===== config.mk =====
export PLATFORM = sky130hd
export DESIGN_NAME = branch_resolve_update_flat
export DESIGN_NICKNAME = d
export VERILOG_FILES = /design/src/rtl/branch_resolve_update_if.sv /design/src/rtl/branch_resolve_update.sv /design/src/flat_wrapper.sv
export SDC_FILE = /design/constraint.sdc
export NUM_CORES = 1
export LEC_CHECK = 0
export ABC_AREA = 1
export BUFFER_PORTS_ARGS = -buffer_cell sky130_fd_sc_hd__buf_4
export CORE_UTILIZATION = 40
export DETAILED_ROUTE_END_ITERATION = 8
export GPL_TIMING_DRIVEN = 0
export SYNTH_ARGS = -nofsm -noshare
export SYNTH_HDL_FRONTEND = slang
export SYNTH_SLANG_ARGS = --single-unit

===== constraint.sdc =====
create_clock -name clk -period 11.2 [get_ports clk]
set_input_delay 0.56 -clock clk [delete_from_list [all_inputs] [get_ports clk]]
set_output_delay 0.56 -clock clk [all_outputs]
set_load 0.05 [all_outputs]

===== src/rtl/branch_resolve_update_if.sv =====
// Handshake bundle between decode/execute/BTB-write and the branch resolve unit.
// slave = resolve unit side, master = surrounding pipeline side.
interface branch_resolve_update_if #(
    parameter int unsigned ADDR_WIDTH = 32
);
    logic                  push_valid;
    logic                  push_ready;
    logic [ADDR_WIDTH-1:0] push_pc;
    logic                  push_pred_taken;
    logic [ADDR_WIDTH-1:0] push_pred_target;

    logic                  res_valid;
    logic                  res_ready;
    logic                  res_taken;
    logic [ADDR_WIDTH-1:0] res_target;

    logic                  redirect_valid;
    logic [ADDR_WIDTH-1:0] redirect_pc;

    logic                  upd_valid;
    logic                  upd_ready;
    logic [ADDR_WIDTH-1:0] upd_pc;
    logic [ADDR_WIDTH-1:0] upd_target;

    modport master (
        output push_valid, push_pc, push_pred_taken, push_pred_target,
        output res_valid, res_taken, res_target, upd_ready,
        input  push_ready, res_ready, redirect_valid, redirect_pc,
        input  upd_valid, upd_pc, upd_target
    );

    modport slave (
        input  push_valid, push_pc, push_pred_taken, push_pred_target,
        input  res_valid, res_taken, res_target, upd_ready,
        output push_ready, res_ready, redirect_valid, redirect_pc,
        output upd_valid, upd_pc, upd_target
    );
endinterface


===== src/rtl/branch_resolve_update.sv =====
// In-order prediction record FIFO; resolves the head against execute results,
// issues fetch redirects on mispredict and queues BTB write requests.
module branch_resolve_update #(
    parameter int unsigned ADDR_WIDTH = 32,
    parameter int unsigned DEPTH      = 4,
    parameter int unsigned CNT_WIDTH  = 16
) (
    input  logic                       clk,
    input  logic                       rst_n,
    branch_resolve_update_if.slave     bus,
    output logic [$clog2(DEPTH+1)-1:0] occupancy,
    output logic [CNT_WIDTH-1:0]       mp_count
);
    localparam int unsigned PTR_W = $clog2(DEPTH);
    localparam int unsigned OCC_W = $clog2(DEPTH + 1);

    logic [ADDR_WIDTH-1:0] pc_mem  [DEPTH];
    logic [ADDR_WIDTH-1:0] tgt_mem [DEPTH];
    logic [DEPTH-1:0]      taken_mem;
    logic [PTR_W-1:0]      wr_ptr;
    logic [PTR_W-1:0]      rd_ptr;

    logic                  push_fire;
    logic                  res_fire;
    logic                  mispredict;
    logic                  flush;
    logic                  head_taken;
    logic [ADDR_WIDTH-1:0] head_pc;
    logic [ADDR_WIDTH-1:0] head_tgt;
    logic [ADDR_WIDTH-1:0] correct_pc;

    assign bus.push_ready = (occupancy < OCC_W'(DEPTH));
    // Resolution waits while a BTB write is held, so an update is never overwritten.
    assign bus.res_ready  = (occupancy != '0) && (!bus.upd_valid || bus.upd_ready);

    assign push_fire = bus.push_valid && bus.push_ready;
    assign res_fire  = bus.res_valid && bus.res_ready;

    always_comb begin
        head_pc    = pc_mem[rd_ptr];
        head_tgt   = tgt_mem[rd_ptr];
        head_taken = taken_mem[rd_ptr];
        mispredict = (head_taken != bus.res_taken) ||
                     (head_taken && bus.res_taken && (head_tgt != bus.res_target));
        correct_pc = bus.res_taken ? bus.res_target : head_pc + ADDR_WIDTH'(4);
        flush      = res_fire && mispredict;
    end

    always_ff @(posedge clk) begin
        if (push_fire) begin
            pc_mem[wr_ptr]    <= bus.push_pc;
            tgt_mem[wr_ptr]   <= bus.push_pred_target;
            taken_mem[wr_ptr] <= bus.push_pred_taken;
        end
    end

    always_ff @(posedge clk) begin
        if (!rst_n) begin
            wr_ptr             <= '0;
            rd_ptr             <= '0;
            occupancy          <= '0;
            mp_count           <= '0;
            bus.redirect_valid <= 1'b0;
            bus.redirect_pc    <= '0;
            bus.upd_valid      <= 1'b0;
            bus.upd_pc         <= '0;
            bus.upd_target     <= '0;
        end else begin
            bus.redirect_valid <= flush;
            if (flush) begin
                bus.redirect_pc <= correct_pc;
                if (mp_count != '1) begin
                    mp_count <= mp_count + CNT_WIDTH'(1);
                end
            end

            // Loading a new update takes priority over clearing the accepted one.
            if (flush && bus.res_taken) begin
                bus.upd_valid  <= 1'b1;
                bus.upd_pc     <= head_pc;
                bus.upd_target <= bus.res_target;
            end else if (bus.upd_valid && bus.upd_ready) begin
                bus.upd_valid <= 1'b0;
            end

            if (flush) begin
                wr_ptr    <= '0;
                rd_ptr    <= '0;
                occupancy <= '0;
            end else begin
                if (push_fire) begin
                    wr_ptr <= wr_ptr + PTR_W'(1);
                end
                if (res_fire) begin
                    rd_ptr <= rd_ptr + PTR_W'(1);
                end
                if (push_fire && !res_fire) begin
                    occupancy <= occupancy + OCC_W'(1);
                end else if (!push_fire && res_fire) begin
                    occupancy <= occupancy - OCC_W'(1);
                end
            end
        end
    end
endmodule


===== src/flat_wrapper.sv =====
// flat-port wrapper written by rule: the top's interface ports become plain ports
module branch_resolve_update_flat 
#(
    parameter int unsigned ADDR_WIDTH = 32,
    parameter int unsigned DEPTH      = 4,
    parameter int unsigned CNT_WIDTH  = 16
)
  (clk, rst_n, occupancy, mp_count, bus_push_valid, bus_push_pc, bus_push_pred_taken, bus_push_pred_target, bus_res_valid, bus_res_taken, bus_res_target, bus_upd_ready, bus_push_ready, bus_res_ready, bus_redirect_valid, bus_redirect_pc, bus_upd_valid, bus_upd_pc, bus_upd_target);
  branch_resolve_update_if #(.ADDR_WIDTH(ADDR_WIDTH)) bus_i ();
  input  logic clk;
  input  logic rst_n;
  output logic [$clog2(DEPTH+1)-1:0] occupancy;
  output logic [CNT_WIDTH-1:0] mp_count;
  input wire logic [$bits(bus_i.push_valid)-1:0] bus_push_valid;
  input wire logic [$bits(bus_i.push_pc)-1:0] bus_push_pc;
  input wire logic [$bits(bus_i.push_pred_taken)-1:0] bus_push_pred_taken;
  input wire logic [$bits(bus_i.push_pred_target)-1:0] bus_push_pred_target;
  input wire logic [$bits(bus_i.res_valid)-1:0] bus_res_valid;
  input wire logic [$bits(bus_i.res_taken)-1:0] bus_res_taken;
  input wire logic [$bits(bus_i.res_target)-1:0] bus_res_target;
  input wire logic [$bits(bus_i.upd_ready)-1:0] bus_upd_ready;
  output wire logic [$bits(bus_i.push_ready)-1:0] bus_push_ready;
  output wire logic [$bits(bus_i.res_ready)-1:0] bus_res_ready;
  output wire logic [$bits(bus_i.redirect_valid)-1:0] bus_redirect_valid;
  output wire logic [$bits(bus_i.redirect_pc)-1:0] bus_redirect_pc;
  output wire logic [$bits(bus_i.upd_valid)-1:0] bus_upd_valid;
  output wire logic [$bits(bus_i.upd_pc)-1:0] bus_upd_pc;
  output wire logic [$bits(bus_i.upd_target)-1:0] bus_upd_target;
  assign bus_i.push_valid = bus_push_valid;
  assign bus_i.push_pc = bus_push_pc;
  assign bus_i.push_pred_taken = bus_push_pred_taken;
  assign bus_i.push_pred_target = bus_push_pred_target;
  assign bus_i.res_valid = bus_res_valid;
  assign bus_i.res_taken = bus_res_taken;
  assign bus_i.res_target = bus_res_target;
  assign bus_i.upd_ready = bus_upd_ready;
  assign bus_push_ready = bus_i.push_ready;
  assign bus_res_ready = bus_i.res_ready;
  assign bus_redirect_valid = bus_i.redirect_valid;
  assign bus_redirect_pc = bus_i.redirect_pc;
  assign bus_upd_valid = bus_i.upd_valid;
  assign bus_upd_pc = bus_i.upd_pc;
  assign bus_upd_target = bus_i.upd_target;
  branch_resolve_update #(.ADDR_WIDTH(ADDR_WIDTH), .DEPTH(DEPTH), .CNT_WIDTH(CNT_WIDTH)) u_core (.clk(clk), .rst_n(rst_n), .bus(bus_i), .occupancy(occupancy), .mp_count(mp_count));
endmodule

# Word-level counts from Yosys, hierarchy flattened

Memory sizes are Yosys's and may differ from the RTL's. A register that Yosys moved wholly into a read port is not among the register bits.
Cells that the tools add are included.

Bits in registers: 125
Bits in writable memories: 256
Output and inout port bits: 119
Word-level logic and storage cells: 63
Memories: 2

Memory list:

| memory         | depth | bits a word | rd ports | clocked after Yosys merged registers in | wr ports | line                        | source |
|---|---|---|---|---|---|---|---|
| u_core.pc_mem  | 4     | 32          | 1        | 1                                       | 1        | branch_resolve_update.sv:17 | `logic [ADDR_WIDTH-1:0] pc_mem [DEPTH];` |
| u_core.tgt_mem | 4     | 32          | 1        | 1                                       | 1        | branch_resolve_update.sv:18 | `logic [ADDR_WIDTH-1:0] tgt_mem [DEPTH];` |

$add $sub $neg: 6
Order comparisons: 4
Equality and inequality tests: 3
Muxes and demuxes: 16
Bitwise logic cells: 1
Reduce and logical (&&, ||, !) cells: 21

Operator list:

| operator                                                           | count |
|---|---|
| adder 32 x 3 -> 32 bit (second input constant)                     | 1 |
| two-way mux 32 bit                                                 | 1 |
| inequality test 32 bit                                             | 1 |
| adder 16 x 1 -> 16 bit (second input constant)                     | 1 |
| inequality test 16 bit (second input constant)                     | 1 |
| logical AND 1 bit                                                  | 11 |
| two-way mux 2 bit                                                  | 4 |
| less-than comparator 2 x 3 -> 1 bit (second input constant)        | 2 |
| two-way mux 1 bit                                                  | 6 |
| two-way mux 3 bit                                                  | 2 |
| adder 2 x 1 -> 2 bit (second input constant)                       | 2 |
| bitwise mux 4 bit                                                  | 1 |
| nonzero test 2 bit                                                 | 2 |
| adder 3 x 1 -> 3 bit (second input constant)                       | 1 |
| zero test 1 bit                                                    | 3 |
| less-than comparator 3 bit (second input constant)                 | 1 |
| nonzero test 3 bit                                                 | 1 |
| subtractor 3 x 1 -> 3 bit (second input constant)                  | 1 |
| binary-select mux 1 bit (select 2 bit)                             | 1 |
| demux 1 bit (select 2 bit)                                         | 1 |
| greater-or-equal comparator 2 x 1 -> 1 bit (second input constant) | 1 |
| logical OR 1 bit                                                   | 2 |
| AND reduction 2 bit                                                | 1 |
| OR reduction 2 bit                                                 | 1 |
| 2 further kinds                                                    | 2 |

# Longest topological paths before layout

Gate-level depths: netlist (run 1).

Depth in word-level cells: 8
Gate-level depth with buffers: 21
Mapped depth without buffers: 18

# Worst setup path after synthesis (run 1)

Ideal clock, no wire load.

Kind: reg-to-reg
Start: register u_core.occupancy[2]
End: memory u_core.pc_mem[0][0] (enable)
Library setup time: 489 ps
Arrival time: 3,922 ps
Slack: 6,790 ps
Stages on the path, launching flop included: 4
Path buffers: 0
Clock period less this slack: 4,410 ps
Path through: dfxtp_1 -> inv_1 -> nand2_1 -> nor2_1

Longest elaborated chain between the ends: 4

Ends and longest elaborated chain:

| item                                    | line                         | source |
|---|---|---|
| start: declaration                      | branch_resolve_update.sv:11  | `output logic [$clog2(DEPTH+1)-1:0] occupancy,` |
| start signal: assignment                | branch_resolve_update.sv:98  | `occupancy <= occupancy + OCC_W'(1);` |
| start signal: assignment                | branch_resolve_update.sv:100 | `occupancy <= occupancy - OCC_W'(1);` |
| less-than comparator 3 bit              | branch_resolve_update.sv:32  | `assign bus.push_ready = (occupancy < OCC_W'(DEPTH));` |
| named net bus_push_ready                | flat_wrapper.sv:22           | `output wire logic [$bits(bus_i.push_ready)-1:0] bus_push_ready;` |
| logical AND 1 bit                       | branch_resolve_update.sv:36  | `assign push_fire = bus.push_valid && bus.push_ready;` |
| two-way mux 1 bit                       | branch_resolve_update.sv:50  | `if (push_fire) begin` |
| two-way mux 1 bit (implied by the code) | branch_resolve_update.sv:51  | `pc_mem[wr_ptr] <= bus.push_pc;` |
| end: declaration                        | branch_resolve_update.sv:17  |  |

The timed path passes the listed nets, and every way through them passes these cells.

==> flow_summary.ini, run 1 <==
[critical_path]
critPathArrivalTime_ns = 3.44
crit_path_start_kind = flip-flop
crit_type = flip-flop to flip-flop
r2r.worst_path.cells = 17
crit_path_end_kind = flip-flop
cp.required_ns = 11.63
path_max_fanout = 10

[clock_network]
clkTransAtPathRegs_ns = 0.06
htree_num_levels = 2
clockRootBuffer = clkbuf_16
cts_tree = done
worstSkewPairLatency_ns = 0.57
postCtsHoldBufs = 0
postCtsSetupBuffers = 0
cts_repair_resize_count = 0
cts.sinks = 383
clockBufferDepth = 3
numCtsBuffers = 42

[route]
viasPerCell = 5.10
wl_per_cell_um = 19.4
drtAntennaViolNets = 0
via_count = 13800
wl_um = 52600
first_iter_violations = 1059
dr.pass1.iters = 8
drc_errors = 0

[synth]
avgSynthCellArea_um2 = 9.06
yosys_warnings = 0
synth_flop_cell = edfxtp_1
synth_area_mm2 = 0.0169
yosysTopAreaCell = edfxtp_1
yosysMostFrequentCell = nand2_1
synth.top_cells.by_count = nand2_1 (662), edfxtp_1 (260), nand3_1 (169), nor2_1 (159), inv_1 (130)
synth_seq_cells = 383
yosysTopAreaCellShare = 0.463
synth_edf_count = 260
async_flop_share = 0
synthCells = 1862
synthDistinctLibCells = 38
synth_area_leaders = edfxtp_1 (46%), nand2_1 (15%), dfxtp_1 (15%), nand3_1 (5.0%), nor2_1 (3.5%)
ys_seq_area_frac = 0.609
syn_nets = 1974

[global_routing]
gr-total-overflow = 0
antenna_found_initial = 5
grt_pass1_wl_um = 78300
grtUsageTotal = 0.242
grt_pass1_vias = 12700
grt_max_degree = 27

[finish]
layout.nets = 2247
num-fill-cells = 3813
seq_area_mm2 = 0.0103
drive_gt1_frac = 0.172
multi_input_area_mm2 = 0.00559
fin_util = 0.505
area_growth_pct = 23.4

[pwr]
power.leakage_uw = 0.00867
cellPowerDensity_mw_per_mm2 = 237
worst_ir_drop_vdd_mv = 0.110

[floorplan]
io_pins = 222
fp-row-count = 74
die_w_um = 207
die-area_mm2 = 0.0430
core_area_mm2 = 0.0412
die_height_um = 207
initial_utilization = 0.409

[sta]
period_minus_slack_ns = 3.01
clock_skew_ns = 0.0176
hold_slack_ns = 0.191
tightestPinTransition_ns = 0.968
hold_viol = 0
tns_ns = 0
rsz0062_at_grt = no
setup_viol = 0
slew-limit-headroom = 0.353
clock.fmax_mhz = 332
report.final.slew_viol_count = 0
min_period_over_period = 0.269

[placement]
io_buffers = 220
place_congestion = 0.904
hpwl_um = 39500

[job]
cap_viol_max_count = 0

[status]
outcome = complete, no violations

[hold_path]
hold_class = input port to flip-flop
hold_depth = 1
==> worst paths after layout <==
path	start	slack [ns]	to
worst min register to register	u_core.bus.upd_target[24]	0.46	u_core.bus.upd_target[24]
worst min-delay path	bus_push_pred_target[20]	0.19	u_core.tgt_mem[0][20]
worst max register to register	flip-flop	8.19	u_core.bus.redirect_pc[12]
worst max-delay path	flip-flop	8.19	u_core.bus.redirect_pc[12]
==> cell usage in the layout, fill, tap and decap left out, types with 8 or more instances in the layout <==
master	Yosys	routed
dfxtp_1	123	123
buf_4	11	231
nand2_1	662	662
buf_2	39	39
inv_1	130	130
xnor2_1	8	8
clkbuf_16	0	45
nor2_1	159	155
buf_6	12	12
a21oi_1	85	85
ha_1	8	8
clkbuf_1	23	27
nand3b_1	8	8
edfxtp_1	260	260
clkinv_1	2	12
nand4_1	52	52
o21ai_0	44	44
buf_12	0	8
nand3_1	169	169
xor2_1	18	18
==> registers in the layout, summed over array words and instances, names as in the netlist, named ones only <==
| signal | flops |
|---|---|
| u_core.bus.upd_pc | 32 |
| u_core.tgt_mem | 128 |
| u_core.occupancy | 3 |
| u_core.wr_ptr | 2 |
| u_core.rd_ptr | 2 |
| u_core.taken_mem | 4 |
| u_core.pc_mem | 128 |
| u_core.bus.redirect_pc | 32 |
| u_core.mp_count | 16 |
| u_core.bus.redirect_valid | 1 |
| u_core.bus.upd_target | 32 |
| u_core.bus.upd_valid | 1 |
==> cell type report <==
type,count,share of cell area
inverters,137,0.0249
diodes,3,0.000361
multi-input cells,1250,0.268
clock buffers,53,0.0570
well taps,532,0.0320
repair buffers,229,0.0883
flip-flops and latches,383,0.493
clock inverters,24,0.0106
plain buffers,92,0.0252
==> routing by layer <==
metal,vias up,part of all wire,global-route usage
met5,-,0.00032,0
met4,2,0.027,0.0826
met3,85,0.067,0.0345
met2,508,0.46,0.388
met1,6489,0.44,0.336
li1,6694,-,-
==> worst max-delay path: stages, from the launching register on <==
cell and delay [ns]:
dfxtp_1 0.32, buf_4 0.17, inv_4 0.08, buf_6 0.16
buf_6 0.14, a21oi_1 0.15, o21ai_1 0.09, nand2_1 0.31
ha_1 0.29, nand2_1 0.20, nor2_4 0.21, nand2_1 0.11
clkinv_2 0.09, nand2_1 0.05, nand3_1 0.09, o21ai_0 0.18
nand2_1 0.13, a21oi_1 0.06
==> cell families (layout without fill, tap and decap cells) <==
family	Yosys count	in the layout	synth area share
AND/OR/NAND/NOR	1071	1071	0.265
flip-flops	383	383	0.609
buffers and inverters	229	535	0.0619
AO/OA/AOI/OAI	144	144	0.0438
XOR/XNOR	26	26	0.0135
adder cells (fa/ha/maj)	9	9	0.00712
other	0	3	0
==> through the flow <==
step                setup slack [ns]  instances  area [um2]  power [uW]
finish                          8.19       2703       20800        4920
global route                    7.99       2703       20800        5170
CTS                             8.26       2700       20800        4940
detailed placement              8.28       2623       19400        3550
global placement                4.53       2614       19200        3520
floorplan                       6.79       1862       16900        2930
==> power breakdown <==
| group | switching, uW | internal [uW] |
|---|---|---|
| sequential | 79.4 | 1710 |
| clock | 558 | 842 |
| combinational | 1250 | 483 |
No activity file was read; power rests on OpenSTA's default activity.
==> run 2, diff against run 1 <==
==> constraint.sdc (replaced) <==
create_clock -name clk -period 2.9 [get_ports clk]
set_input_delay 0.145 -clock clk [delete_from_list [all_inputs] [get_ports clk]]
set_output_delay 0.145 -clock clk [all_outputs]
set_load 0.05 [all_outputs]
==> run 2 against run 1 <==
Sequential power grew to 3.9 times the previous value. First-iteration DRC count rose by 15%. Clock skew up 0.0070 ns.
==> flow_summary.ini, run 2 (synthesized netlist as in run 1, its figures left out) <==
[status]
outcome = complete, no violations

[clock_network]
clockRootBuffer = clkbuf_16
numCtsBuffers = 41
cts_tree = done
worstSkewPairLatency_ns = 0.56
clockBufferDepth = 3
clkTransAtPathRegs_ns = 0.06
cts.sinks = 383
htree_num_levels = 2

[pwr]
cellPowerDensity_mw_per_mm2 = 870
p_switching_uw = 7410
clockPowerShare = 0.269
switching_share = 0.389
power_frac_comb = 0.367
worst_ir_drop_vdd_mv = 0.503
power.leakage_uw = 0.00909
intPower_uw = 11600
power.total_uw = 19100
p_seq_frac = 0.364

[route]
wl_met1_um = 23500
drtAntennaViolNets = 0
viasPerCell = 5.07
dr_wl_met3_um = 3900
top_layer = met5
dr.pass1.iters = 6
drc_errors = 0
met2_length_um = 24400
first_iter_violations = 1220
wl_per_cell_um = 19.1
wl_um = 53400
via_count = 14200

[sta]
slew-limit-headroom = 0.383
clock.fmax_mhz = 360
setup_viol = 0
tightestPinTransition_ns = 0.924
report.final.slew_viol_count = 0
clock_skew_ns = 0.0246
hold_viol = 0
period_minus_slack_ns = 2.78
rsz0062_at_grt = yes
tns_ns = 0
min_period_over_period = 0.958

[job]
cap_viol_max_count = 0

[finish]
layout.nets = 2349
top_regs = u_core.pc_mem: 128 flops, u_core.tgt_mem: 128 flops
drive_gt1_frac = 0.174
design_area_mm2 = 0.0219
fin_util = 0.531
most-common-layout-cells = nand2_1 (652), edfxtp_1 (260), buf_4 (239), nand3_1 (169), nor2_1 (147)
mostFrequentLayoutCell = nand2_1
area_growth_pct = 29.8
final_cells = 2803

[critical_path]
crit_type = flip-flop to flip-flop
crit_path_start_kind = flip-flop
crit_chain = buf_4, inv_4, buf_2, nand2_1, nand3_1, nand3_1, nand2_1, nand2_1, nor2_1, nand2_1, nor2_1, nand2_1, nand2_1, nand2_4, buf_4, clkbuf_4, nand4_1, a21oi_1
r2r-end = u_core.bus.upd_target[30]
critPathArrivalTime_ns = 3.19
r2r_slack_ns = 0.12
cpPeakStageDelay_ns = 0.30
cpLargestDelayFamily = simple AND/OR/NAND/NOR gates
r2r.worst_path.cells = 18
crit_path_end_kind = flip-flop
path_max_fanout = 10
cp_num_buf_inv = 5
cp.required_ns = 3.32
slowest_stage = dfxtp_1
cp_common_cell = nand2_1

[floorplan]
io_pins = 222
die_height_um = 207
fp-row-count = 74
die-area_mm2 = 0.0430
die_w_um = 207
initial_utilization = 0.409
core_area_mm2 = 0.0412

[placement]
place_area_mm2 = 0.0194
hpwl_um = 39200
dp.cells = 2624
place_congestion = 0.915
io_buffers = 220

[hold_path]
hold_class = input port to flip-flop
min-delay-start = bus_res_valid
hold_depth = 3
holdPathEnd = u_core.rd_ptr[0]

[global_routing]
grt_max_degree = 27
grt_pass1_vias = 13100
antenna_found_initial = 2
grt_pass1_wl_um = 79700
gr-total-overflow = 0
grtUsageTotal = 0.245
run 2: changes by cell type in the layout (fill, tap and decap cells not counted), moves of 9 or more:
cell / previous run / this run
dlygate4sd3_1: 0 / 98
nand2_1: 662 / 652
nand2_2: 2 / 11
clkbuf_4: 0 / 12
buf_2: 39 / 23
run 2: per-stage QoR:
| step | hold slack (ns) | setup WS, ns |
|---|---|---|
| finish | 0.0949 | 0.123 |
| global placement | 0.345 | -1.50 |
| global route | 0.133 | -0.0283 |
| floorplan | 0.244 | -0.476 |
| detailed placement | 0.347 | -0.0810 |
| CTS | 0.0809 | 0.00891 |
run 2: how the worst max path moves through the flow:
stage / start / end / slack (ns) / depth (start not counted)
after floorplan: u_core.occupancy[2] / u_core.pc_mem[0][0] / -0.48 / 3
after global placement: u_core.occupancy[2] / u_core.pc_mem[3][16] / -1.50 / 3
after detailed placement: flip-flop / u_core.bus.redirect_pc[31] / -0.08 / 17
after CTS: flip-flop / u_core.bus.upd_pc[21] / 0.009 / 19
after global routing: flip-flop / u_core.bus.upd_target[30] / -0.03 / 19
final: flip-flop / u_core.bus.upd_target[30] / 0.12 / 18
run 2: final cells by class:
type / count / area [um2]
Tap cell: 532 / 666
Fill cell: 3725 / 19300
Multi-Input combinational cell: 1250 / 5680
Timing Repair Buffer: 332 / 2880
Sequential cell: 383 / 10300
Clock inverter: 25 / 213
Inverter: 137 / 518
Clock buffer: 51 / 1090
Antenna cell: 1 / 2.50
Buffer: 92 / 577
run 2: metal layers:
layer / vias up / GRT usage
li1: 6902 / -
met1: 6658 / 0.340
met2: 558 / 0.390
met3: 97 / 0.0404
met4: 2 / 0.0790
met5: - / 0
run 2: worst min-delay path: stages:
cell     delay, ns
buf_4         0.07
nand2_1       0.19
a21oi_1       0.20
run 2: timing repair:
action	in CTS	in global routing
buffers inserted	0	4
endpoints found under the setup margin	9	118
hold endpoints to repair	298	0
gates resized for setup	4	50
hold buffers	98	0
pin swaps	0	1
run 2: power groups by stage:
stage | sequential [uW] | combinational (uW) | clock [uW]
2_1_floorplan | 7870 | 3440 | 0
6_report | 6930 | 6990 | 5130
3_5_place_dp | 7040 | 6640 | 0
5_1_grt | 6990 | 7600 | 5420
3_3_place_gp | 7080 | 6480 | 0
4_1_cts | 6930 | 6790 | 5200
==> run 3, diff against run 2 <==
--- a/config.mk
+++ b/config.mk
@@ -10,6 +10,7 @@
 export CORE_UTILIZATION = 40
 export DETAILED_ROUTE_END_ITERATION = 8
 export GPL_TIMING_DRIVEN = 0
+export PLACE_DENSITY = 0.68
 export SYNTH_ARGS = -nofsm -noshare
 export SYNTH_HDL_FRONTEND = slang
 export SYNTH_SLANG_ARGS = --single-unit
==> run 3 against run 2 <==
Via count rose by 2.1%. Utilization fell by 0.26 points. Register-to-register slack improved by 0.03 ns. Clock power fell by 4%.
==> flow_summary.ini, run 3 (synthesized netlist as in run 1, its figures left out) <==
[status]
outcome = complete, no violations

[global_routing]
grt_pass1_vias = 13800
grt_pass1_wl_um = 82200
grtUsageTotal = 0.250
grt_max_degree = 27
gr-total-overflow = 0
antenna_found_initial = 6

[clock_network]
worstSkewPairLatency_ns = 0.55
numCtsBuffers = 40
cts_tree = done
clockBufferDepth = 3
clockRootBuffer = clkbuf_16
cts.sinks = 383
clkTransAtPathRegs_ns = 0.06
postCtsSetupBuffers = 0
htree_num_levels = 2

[floorplan]
initial_utilization = 0.409
fp-row-count = 74
die_height_um = 207
io_pins = 222
die_w_um = 207
die-area_mm2 = 0.0430
core_area_mm2 = 0.0412

[finish]
layout.nets = 2343
area_growth_pct = 29.2
top_regs = u_core.pc_mem: 128 flops, u_core.tgt_mem: 128 flops
fin_util = 0.529
most-common-layout-cells = nand2_1 (658), edfxtp_1 (260), buf_4 (233), nand3_1 (169), nor2_1 (149)
final_cells = 2798
drive_gt1_frac = 0.170
design_area_mm2 = 0.0218
mostFrequentLayoutCell = nand2_1
num-fill-cells = 3718

[route]
drc_errors = 0
wl_um = 54100
viasPerCell = 5.19
via_count = 14500
wl_per_cell_um = 19.3
drtAntennaViolNets = 0
dr.pass1.iters = 6
first_iter_violations = 1268

[sta]
tightestPinTransition_ns = 0.867
hold_viol = 0
slew-limit-headroom = 0.421
clock_skew_ns = 0.0216
clock.fmax_mhz = 364
report.final.slew_viol_count = 0
setup_viol = 0
min_period_over_period = 0.949
period_minus_slack_ns = 2.75

[pwr]
worst_ir_drop_vdd_mv = 0.402
power.leakage_uw = 0.00904
switching_share = 0.391
p_switching_uw = 7360
cellPowerDensity_mw_per_mm2 = 865
p_seq_frac = 0.368
intPower_uw = 11500
power_frac_comb = 0.370
power.total_uw = 18800
clockPowerShare = 0.262

[placement]
dp.cells = 2624
place_area_mm2 = 0.0194
hpwl_um = 39500
io_buffers = 220
place_congestion = 0.896

[critical_path]
crit_type = flip-flop to flip-flop
path_max_fanout = 10
critPathArrivalTime_ns = 3.23
cpPeakStageDelay_ns = 0.31
crit_chain = buf_4, buf_4, buf_4, buf_4, nand3_1, nand2_1, nor2_1, nand2_1, nor2_1, nand3_1, xor2_1, nand2_1, o21ai_0, nand2_1, a21oi_1
crit_path_end_kind = flip-flop
cp.required_ns = 3.37
slowest_stage = dfxtp_1
crit_path_start_kind = flip-flop
r2r.worst_path.cells = 15

[job]
cap_viol_max_count = 0

[hold_path]
hold_depth = 3
hold_class = input port to flip-flop
run 3: timing repair:
item | 4_1_cts | 5_1_grt
hold buffers | 98 | 0
setup endpoints to repair | 2 | 117
pin swaps | 0 | 0
gates resized for setup | 2 | 44
endpoints found under the hold margin | 297 | 0
run 3: final timing paths:
path / from / endpoint / slack, ns
worst min-delay path: rst_n / u_core.bus.upd_pc[2] / 0.09
worst min register to register: u_core.bus.upd_target[24] / u_core.bus.upd_target[24] / 0.46
worst max register to register: flip-flop / u_core.bus.redirect_pc[21] / 0.15
worst max-delay path: flip-flop / u_core.bus.redirect_pc[21] / 0.15
run 3: cell type report:
class                           count  area (um2)  share of cell area
Clock inverter                     16         121             0.00557
Inverter                          137         518              0.0238
Sequential cell                   383       10300               0.471
Timing Repair Buffer              328        2850               0.131
Clock buffer                       57        1130              0.0517
Tap cell                          532         666              0.0306
Antenna cell                        4        10.0            0.000459
Buffer                             91         583              0.0268
Multi-Input combinational cell   1250        5640               0.259
run 3: layer usage:
metal / global-route usage / vias to the layer above / wire length, um
met5: 0 / - / 13
met1: 0.335 / 6884 / 22900
met3: 0.0442 / 118 / 4120
met4: 0.0947 / 2 / 1950
li1: - / 6911 / -
met2: 0.404 / 594 / 25100
run 3: power by group through the flow:
stage | clock network, uW | logic, uW | registers (uW)
6_report | 4940 | 6970 | 6940
3_3_place_gp | 0 | 6410 | 7070
4_1_cts | 5010 | 6810 | 6930
5_1_grt | 5220 | 7560 | 6990
2_1_floorplan | 0 | 3440 | 7870
3_5_place_dp | 0 | 6660 | 7040
run 3: critical path, delay by kind of cell (launching register included):
kind / cells / cell delay [ns]
buf+inv: 4 / 0.87
xor+xnor: 1 / 0.29
simple gates: 8 / 0.96
compound gates: 2 / 0.21
flops: 1 / 0.31
run 3: metrics by stage:
stage,hold WS (ns),setup TNS (ns),setup slack [ns]
floorplan,0.244,-151.45,-0.476
global placement,0.344,-340.31,-1.41
detailed placement,0.347,0,0.00580
CTS,0.0814,0,0.00228
global route,0.123,-0.00413,-0.00413
finish,0.0892,0,0.149
